==> config.mk <==
export PLATFORM = sky130hd
export DESIGN_NAME = memc_deskew
export DESIGN_NICKNAME = d
export VERILOG_FILES = /design/src/rtl/memc_deskew.sv
export SDC_FILE = /design/constraint.sdc
export NUM_CORES = 1
export LEC_CHECK = 0
export BUFFER_PORTS_ARGS = -buffer_cell sky130_fd_sc_hd__buf_2
export CORE_MARGIN = 2
export CORE_UTILIZATION = 47
export DETAILED_ROUTE_END_ITERATION = 8
export GPL_TIMING_DRIVEN = 0
export PLACE_DENSITY = 0.67
export SLEW_MARGIN = 20
export SYNTH_ARGS = -nofsm -noshare
export SYNTH_HDL_FRONTEND = slang
export SYNTH_SLANG_ARGS = --single-unit
==> constraint.sdc <==
create_clock -name clk -period 24.8 [get_ports clk]
set_input_delay 1.24 -clock clk [delete_from_list [all_inputs] [get_ports clk]]
set_output_delay 1.24 -clock clk [all_outputs]
set_load 0.05 [all_outputs]
==> src/rtl/memc_deskew.sv <==
// Deskew buffer for a DIM x DIM systolic array: captures the diagonally skewed
// column outputs into a row-aligned register matrix and serves one row at a time.
module memc_deskew #(
    parameter int BITS_C = 16,
    parameter int DIM    = 8
) (
    input  logic                     clk,
    input  logic                     rst,
    input  logic                     start,
    input  logic                     en,
    input  logic signed [BITS_C-1:0] Cin  [DIM],
    input  logic [$clog2(DIM)-1:0]   Crow,
    output logic signed [BITS_C-1:0] Cout [DIM],
    output logic                     busy,
    output logic                     done
);

    localparam int TW = $clog2(2*DIM-1);
    localparam logic [TW-1:0] T_LAST = TW'(2*DIM-2);

    typedef enum logic [1:0] {IDLE, COLLECT, DONE} state_t;

    state_t state_q, state_d;
    logic [TW-1:0] t_q;
    logic signed [BITS_C-1:0] cbuf [DIM][DIM];

    always_comb begin
        state_d = state_q;
        busy    = 1'b0;
        done    = 1'b0;
        case (state_q)
            IDLE:    ;
            COLLECT: begin
                busy = 1'b1;
                if (en && t_q == T_LAST) state_d = DONE;
            end
            DONE:    done = 1'b1;
            default: state_d = IDLE;
        endcase
        if (start) state_d = COLLECT;
    end

    always_ff @(posedge clk) begin
        if (rst) state_q <= IDLE;
        else     state_q <= state_d;
    end

    // Entry (r,c) sits on anti-diagonal r+c, so it is written on step t == r+c.
    always_ff @(posedge clk) begin
        if (rst || start) begin
            t_q <= '0;
            for (int unsigned r = 0; r < DIM; r++)
                for (int unsigned c = 0; c < DIM; c++)
                    cbuf[r][c] <= '0;
        end else if (state_q == COLLECT && en) begin
            for (int unsigned r = 0; r < DIM; r++)
                for (int unsigned c = 0; c < DIM; c++)
                    if (32'(t_q) == r + c) cbuf[r][c] <= Cin[c];
            t_q <= (t_q == T_LAST) ? '0 : t_q + 1'b1;
        end
    end

    always_comb begin
        for (int unsigned c = 0; c < DIM; c++) begin
            Cout[c] = '0;
            if (32'(Crow) < 32'(DIM)) Cout[c] = cbuf[Crow][c];
        end
    end

endmodule

==> impl_metrics.csv, run 1 <==
group,metric,value,unit
clock_network,cts.sinks,1030,
clock_network,cts_hold_repair.buffers,0,
die,initial_utilization,0.473,
worst_setup_path,cp.required,23.56,ns
synth,synthesis.nets,2401,
detailed_routing,routed-via-count,22600,
synth,synth_top_area_frac,0.712,
clock_network,cts-root-buf,"clkbuf_16",
die,fp.coreArea,91400,um^2
power,p_leak,19.7,nW
worst_setup_path,worst-path-max-fanout,10,
synth,synth-seq-cells,1030,
clock_network,htree_levels,3,
worst_setup_path,cp_top_family,"buffers and inverters",
die,io_pins,265,
place,dpl.hpwl,72300,um
die,die_w,307,um
detailed_routing,ant_nets,0,
synth,avgSynthCellArea,19.1,um^2
detailed_routing,drt-vias-per-instance,5.66,
sta,final_hold_viol_count,0,
sta,setup_ws,19.97,ns
synth,synth_cells,2266,
worst_setup_path,slowest_stage,"mux4_2",
sta,holdWs,0.625,ns
power,ir_worst_vdd,0.0574,mV
sta,skew,0.0359,ns
place,place.gp.congestion,0.789,
die,die-area,94300,um^2
cells_and_area,syn_to_final_growth,18.1,%
clock_network,post_cts_buffers,0,
worst_setup_path,cp-end-kind,"output pin",
clock_network,cts_made_buffers,107,
synth,synthFlopType,"edfxtp_1",
detailed_routing,drt_iter0_drc,2069,
synth,ys_top_cells_by_area,"edfxtp_1 71%, mux4_2 13%, and2_1 9.3%, mux2_2 3.3%, clkbuf_1 0.75%",
cells_and_area,nFillCells,7031,
place,port_buffers,261,
detailed_routing,wl_per_cell,27.6,um
worst_setup_path,cp.arrival,3.59,ns
sta,finalSetupTns,0,ns
clock_network,clkSlewWorstSetupHoldPaths,0.06,ns
worst_setup_path,cp_num_buf_inv,4,
sta,slew_viol_final,0,
sta,timing.fmax,0.207,GHz
cells_and_area,final_layout_size_suffix_gt1_frac,0.343,
sta,fin_crit,4.83,ns
synth,yosysTopAreaCell,"edfxtp_1",
synth,synth-edff-count,1024,
cells_and_area,seqCellArea,30900,um^2
grt,grt_pass1_wl,160000,um
sta,fin_crit_sh,0.195,
worst_setup_path,crit_type,"in -> out",
hold_path,hold_path.class,"reg -> reg",
synth,yosysMostFrequentCell,"edfxtp_1",
cells_and_area,multiInputGateArea,11900,um^2
clock_network,cts_tree,"yes",
synth,ys_warn_count,0,
sta,worstMarginPinSlew,1.08,ns
detailed_routing,wl,110000,um
detailed_routing,drc_errors,0,
synth,synth-seq-area-share,0.715,
synth,postSynth.asyncResetShare,0,
grt,overflow,0,
worst_setup_path,max_stage_delay,0.57,ns
synth,synth_area,43200,um^2
worst_setup_path,reg2reg_depth,6,
grt,grt_usage,0.236,
clock_network,cts_buffer_depth,3,
worst_setup_path,worst_setup_path_start_kind,"input port",
worst_setup_path,cpMostUsedCell,"buf_2",
grt,grt_pass1_vias,24100,
worst_setup_path,cp.depth,6,
clock_network,clk_latency,0.69,ns
run_status,status,"complete, no violations",
die,die_h,307,um
cells_and_area,nets,2843,
job,drv_cap,0,
power,p_per_area,77.2,nW/um^2
die,rows,111,
sta,relSlewSlack,0.279,
place,post-place-ws,19.92,ns
hold_path,whs_path_depth,3,
sta,final-setup-viol-count,0,
synth,synth_common_cells,"1,024 x edfxtp_1, 640 x and2_1, 256 x mux4_2",
sta,rsz0062_at_grt,"false",
clock_network,cts_resized,0,
grt,grt_max_degree,36,
grt,antenna_found_initial,40,
synth,ys_types,42,
detailed_routing,drtPass1Iterations,5,
worst_setup_path,path_cells,"clkbuf_1, clkbuf_2, buf_2, mux4_2, mux2_2, buf_2",
tightest hold or removal path, stage by stage (launching register included):
cell     delay (ns)
dfxtp_1        0.31
buf_6          0.13
o31ai_1        0.06
a21oi_1        0.07
final timing paths:
kind | start | to | slack [ns]
worst max-delay path | Crow[1] | Cout[68] | 19.97
worst min-delay path | t_q[2] | t_q[2] | 0.62
worst max register to register | t_q[1] | cbuf[2][59] | 21.13
worst min register to register | t_q[2] | t_q[2] | 0.62
layout make-up:
type	count	area share
Antenna cell	15	0.000736
Buffer	142	0.0119
Clock buffer	127	0.0548
Clock inverter	61	0.0145
Inverter	1	0.0000736
Multi-Input combinational cell	1093	0.234
Sequential cell	1030	0.605
Tap cell	1186	0.0291
Timing Repair Buffer	333	0.0500
logic make-up after synthesis:
logic type             after synthesis  synth area share
AOI/OAI and AO/OA                   25           0.00368
and+or+nand+nor                    684             0.101
buffers and inverters              143            0.0140
DFF                               1030             0.715
muxes                              384             0.167
per-stage QoR:
stage	util	cells	cell area, um^2	total power, mW
2_1_floorplan	-	2266	43200	2.23
3_3_place_gp	0.503	3713	46000	2.34
3_5_place_dp	0.519	3785	47400	2.36
4_1_cts	0.558	3973	51000	3.97
5_1_grt	0.558	3982	51000	4.05
6_report	0.558	3988	51000	3.94
cell usage in the layout (no fill, tap or decap), types with 3 or more instances in the layout:
master and n:
edfxtp_1 1024, a21oi_1 3, buf_6 3, diode_2 15, inv_16 3, clkinvlp_4 3, buf_2 314, nor3_2 4
mux4_2 256, clkinv_2 15, bufinv_16 16, clkbuf_16 109, nand2_1 4, o21ai_4 12, and2_1 640, buf_8 3
clkbuf_2 22, buf_16 35, buf_1 6, clkbuf_1 99, buf_4 9, clkinv_1 22, nor2_1 4, mux2_2 128
dfxtp_1 6, nand2b_4 5
metal layers:
layer | global-route usage | vias to the layer above | part of all wire
met5 | 0 | - | 0.0021
met4 | 0.0851 | 36 | 0.032
met3 | 0.0538 | 218 | 0.075
met2 | 0.395 | 784 | 0.50
met1 | 0.303 | 11800 | 0.39
li1 | - | 9743 | -
power by group:
part	total [mW]	internal, mW	switching, mW
combinational	0.319	0.115	0.204
sequential	2.00	1.98	0.0188
clock	1.62	0.967	0.657
state kept, by name (all words and copies together) (netlist names):
signal	flops
t_q	4
cbuf	1024
state_q	2
(Power assumes the default switching activity.)
==> run 2: changes to the inputs <==
--- a/config.mk
+++ b/config.mk
@@ -5,12 +5,13 @@
 export SDC_FILE = /design/constraint.sdc
 export NUM_CORES = 1
 export LEC_CHECK = 0
+export ABC_AREA = 1
 export BUFFER_PORTS_ARGS = -buffer_cell sky130_fd_sc_hd__buf_2
 export CORE_MARGIN = 2
 export CORE_UTILIZATION = 47
 export DETAILED_ROUTE_END_ITERATION = 8
 export GPL_TIMING_DRIVEN = 0
-export PLACE_DENSITY = 0.67
+export PLACE_DENSITY = 0.7
 export SLEW_MARGIN = 20
 export SYNTH_ARGS = -nofsm -noshare
 export SYNTH_HDL_FRONTEND = slang
==> constraint.sdc (replaced) <==
create_clock -name clk -period 4.4 [get_ports clk]
set_input_delay 0.22 -clock clk [delete_from_list [all_inputs] [get_ports clk]]
set_output_delay 0.22 -clock clk [all_outputs]
set_load 0.05 [all_outputs]
==> run 2 against run 1 <==
Compared with the run above:
- power increased to 5.6 times the previous value
- die area grew 0.87%
- register-to-register slack worse by 20 ns
- non-clock buffer count rose by 209
- combinational power grew to 6.9 times the previous value
- routed wire length increased by 16%
- utilization grew 0.42 points
- sequential power rose to 5.6 times the previous value
- synthesized cell count up 75%
- critical path depth grew 1
- design area grew 1.2%
- largest cell class unchanged
- sequential share of layout area fell by 0.72 points
==> impl_metrics.csv, run 2 <==
group,metric,value,unit
place,port_buffers,263,
worst_setup_path,reg2reg_depth,8,
detailed_routing,drtPass1Iterations,6,
run_status,status,"complete, no violations",
place,dp_cells,5499,
clock_network,cts_resized,0,
clock_network,clkSlewWorstSetupHoldPaths,0.07,ns
power,p_per_area,426,nW/um^2
sta,final_hold_viol_count,0,
clock_network,cts_tree,"yes",
detailed_routing,wl,128000,um
clock_network,cts_buffer_depth,3,
job,drv_cap,0,
synth,synthesis.nets,4102,
die,rows,111,
grt,overflow,0,
clock_network,cts.sinks,1030,
die,initial_utilization,0.475,
sta,setup_ws,1.10,ns
power,p_leak,21.0,nW
worst_setup_path,cp_top_family,"buffers and inverters",
detailed_routing,drc_errors,0,
sta,relSlewSlack,0.269,
worst_setup_path,cp_num_buf_inv,5,
worst_setup_path,reg2reg_slack,1.28,ns
die,die_w,308,um
die,fp.coreArea,91800,um^2
grt,grt_pass1_vias,30200,
synth,synth-seq-area-share,0.708,
synth,yosysMostFrequentCell,"nor2_1",
worst_setup_path,r2r-start,"state_q[1]",
cells_and_area,syn_to_final_growth,18.5,%
synth,synth_common_cells,"1,164 x nor2_1, 1,024 x edfxtp_1, 474 x o21ai_0",
cells_and_area,stdcell_count,5801,
synth,synth_area,43600,um^2
synth,postSynth.asyncResetShare,0,
worst_setup_path,max_stage_delay,0.82,ns
worst_setup_path,cp.required,4.18,ns
worst_setup_path,slowest_stage,"clkbuf_1",
sta,holdWs,0.0106,ns
synth,synth_cells,3967,
sta,worstMarginPinSlew,1.10,ns
worst_setup_path,cp-end-kind,"output pin",
sta,skew,0.0320,ns
worst_setup_path,path_cells,"buf_2, inv_1, clkbuf_1, clkbuf_1, a21oi_1, a31oi_1, buf_2",
place,place.gp.congestion,0.853,
worst_setup_path,crit_type,"in -> out",
hold_path,whs_path_depth,3,
clock_network,cts-root-buf,"clkbuf_16",
cells_and_area,regMostFlops,"cbuf",
cells_and_area,nFillCells,7556,
grt,grt_pass1_wl,184000,um
sta,rsz0062_at_grt,"false",
grt,grt_max_degree,49,
detailed_routing,drt-vias-per-instance,5.55,
synth,synth-seq-cells,1030,
cells_and_area,largest_registers,"cbuf: 1024 flops, t_q: 4 flops, state_q: 2 flops",
sta,fin_crit,3.30,ns
sta,final-setup-viol-count,0,
worst_setup_path,cp.arrival,3.08,ns
synth,ys_types,21,
cells_and_area,final_common_cell,"nor2_1",
clock_network,htree_levels,3,
grt,antenna_found_initial,4,
cells_and_area,nets,4613,
synth,avgSynthCellArea,11.0,um^2
die,die-area,95200,um^2
worst_setup_path,worst-path-max-fanout,10,
hold_path,hold_path.class,"in -> reg",
die,io_pins,265,
detailed_routing,drt_iter0_drc,3544,
synth,synth-edff-count,1024,
grt,use_met2,0.429,
grt,gr-usage-met3,0.0511,
power,total_power,22.0,mW
hold_path,hold_path.startpoint,"Cin[79]",
cells_and_area,most-common-layout-cells,"1,164 x nor2_1, 1,024 x edfxtp_1, 471 x o21ai_0",
grt,grt_usage,0.263,
synth,ys_warn_count,0,
synth,synthFlopType,"edfxtp_1",
cells_and_area,largest_reg_flops,1024,
sta,fin_crit_sh,0.749,
worst_setup_path,worst_setup_path_start_kind,"input port",
cells_and_area,final_layout_size_suffix_gt1_frac,0.127,
grt,gr-usage-met1,0.342,
synth,ys_top_cells_by_area,"edfxtp_1 71%, nor2_1 10%, o21ai_0 5.4%, nand2_1 3.7%, a21oi_1 2.9%",
synth,yosysTopAreaCell,"edfxtp_1",
sta,timing.fmax,0.303,GHz
grt,busiest_layer,"met2",
place,dpl.hpwl,83800,um
place,post-place-ws,1.19,ns
sta,slew_viol_final,0,
hold_path,hold_end,"cbuf[6][79]",
power,ir_worst_vdd,0.311,mV
worst_setup_path,r2r_end,"cbuf[4][32]",
detailed_routing,wl_per_cell,22.0,um
detailed_routing,ant_nets,0,
detailed_routing,routed-via-count,32200,
clock_network,clk_latency,0.67,ns
die,die_h,308,um
clock_network,cts_made_buffers,105,
synth,synth_top_area_frac,0.706,
run 2: how the worst max path moves through the flow:
stage | start | to | slack [ns] | cells past startpoint
final | Crow[1] | Cout[3] | 1.10 | 7
after global routing | Crow[1] | Cout[3] | 1.09 | 7
after CTS | Crow[1] | Cout[2] | 1.18 | 7
after detailed placement | Crow[1] | Cout[2] | 1.19 | 7
after global placement | state_q[1] | cbuf[0][64] | -2.70 | 5
after floorplan | state_q[1] | cbuf[0][64] | 0.33 | 5
run 2: metal layers:
layer	vias up	wire length (um)
li1	14800	-
met1	15500	48700
met2	1693	60800
met3	267	12700
met4	2	5400
met5	-	12
run 2: cell families after synthesis:
| logic type | after synthesis | synth area share |
|---|---|---|
| AND/OR/NAND/NOR | 1605 | 0.139 |
| buffers and inverters | 425 | 0.0434 |
| AO/OA/AOI/OAI | 906 | 0.109 |
| flip-flops | 1030 | 0.708 |
| XOR/XNOR | 1 | 0.000201 |
run 2: through the flow:
stage	util	area, um^2	setup TNS (ns)
after global placement	0.506	46400	-518.20
after global routing	0.562	51600	0
final	0.562	51600	0
after floorplan	-	43600	0
after detailed placement	0.515	47200	0
after CTS	0.562	51600	0
run 2: timing repair:
| item | 4_1_cts | 5_1_grt |
|---|---|---|
| hold buffers | 115 | 0 |
| buffers inserted | 0 | 0 |
| hold endpoints to repair | 435 | 0 |
run 2: area by class of cell:
type / instances / area, um^2 / share of cell area
antenna: 1 / 2.50 / 0.0000485
buffer: 280 / 1350 / 0.0261
clock buffer: 127 / 2790 / 0.0541
clock inverter: 59 / 439 / 0.00851
inverter: 145 / 547 / 0.0106
multi-input combinational: 2512 / 10900 / 0.212
sequential: 1030 / 30900 / 0.598
tap: 1243 / 1560 / 0.0301
timing repair buffer: 404 / 3130 / 0.0605
run 2: worst register-to-register path: stages (launching register included):
cell      delay [ns]
dfxtp_1         0.41
inv_1           0.11
nand3_2         0.23
nor2_4          0.09
nand3_1         0.14
clkbuf_1        0.68
buf_2           0.45
nand2_4         0.33
buf_16          0.36
run 2: report_power, final:
group / switching (mW) / internal (mW)
Sequential: 0.0994 / 11.2
Combinational: 1.64 / 0.556
Clock: 3.68 / 4.83
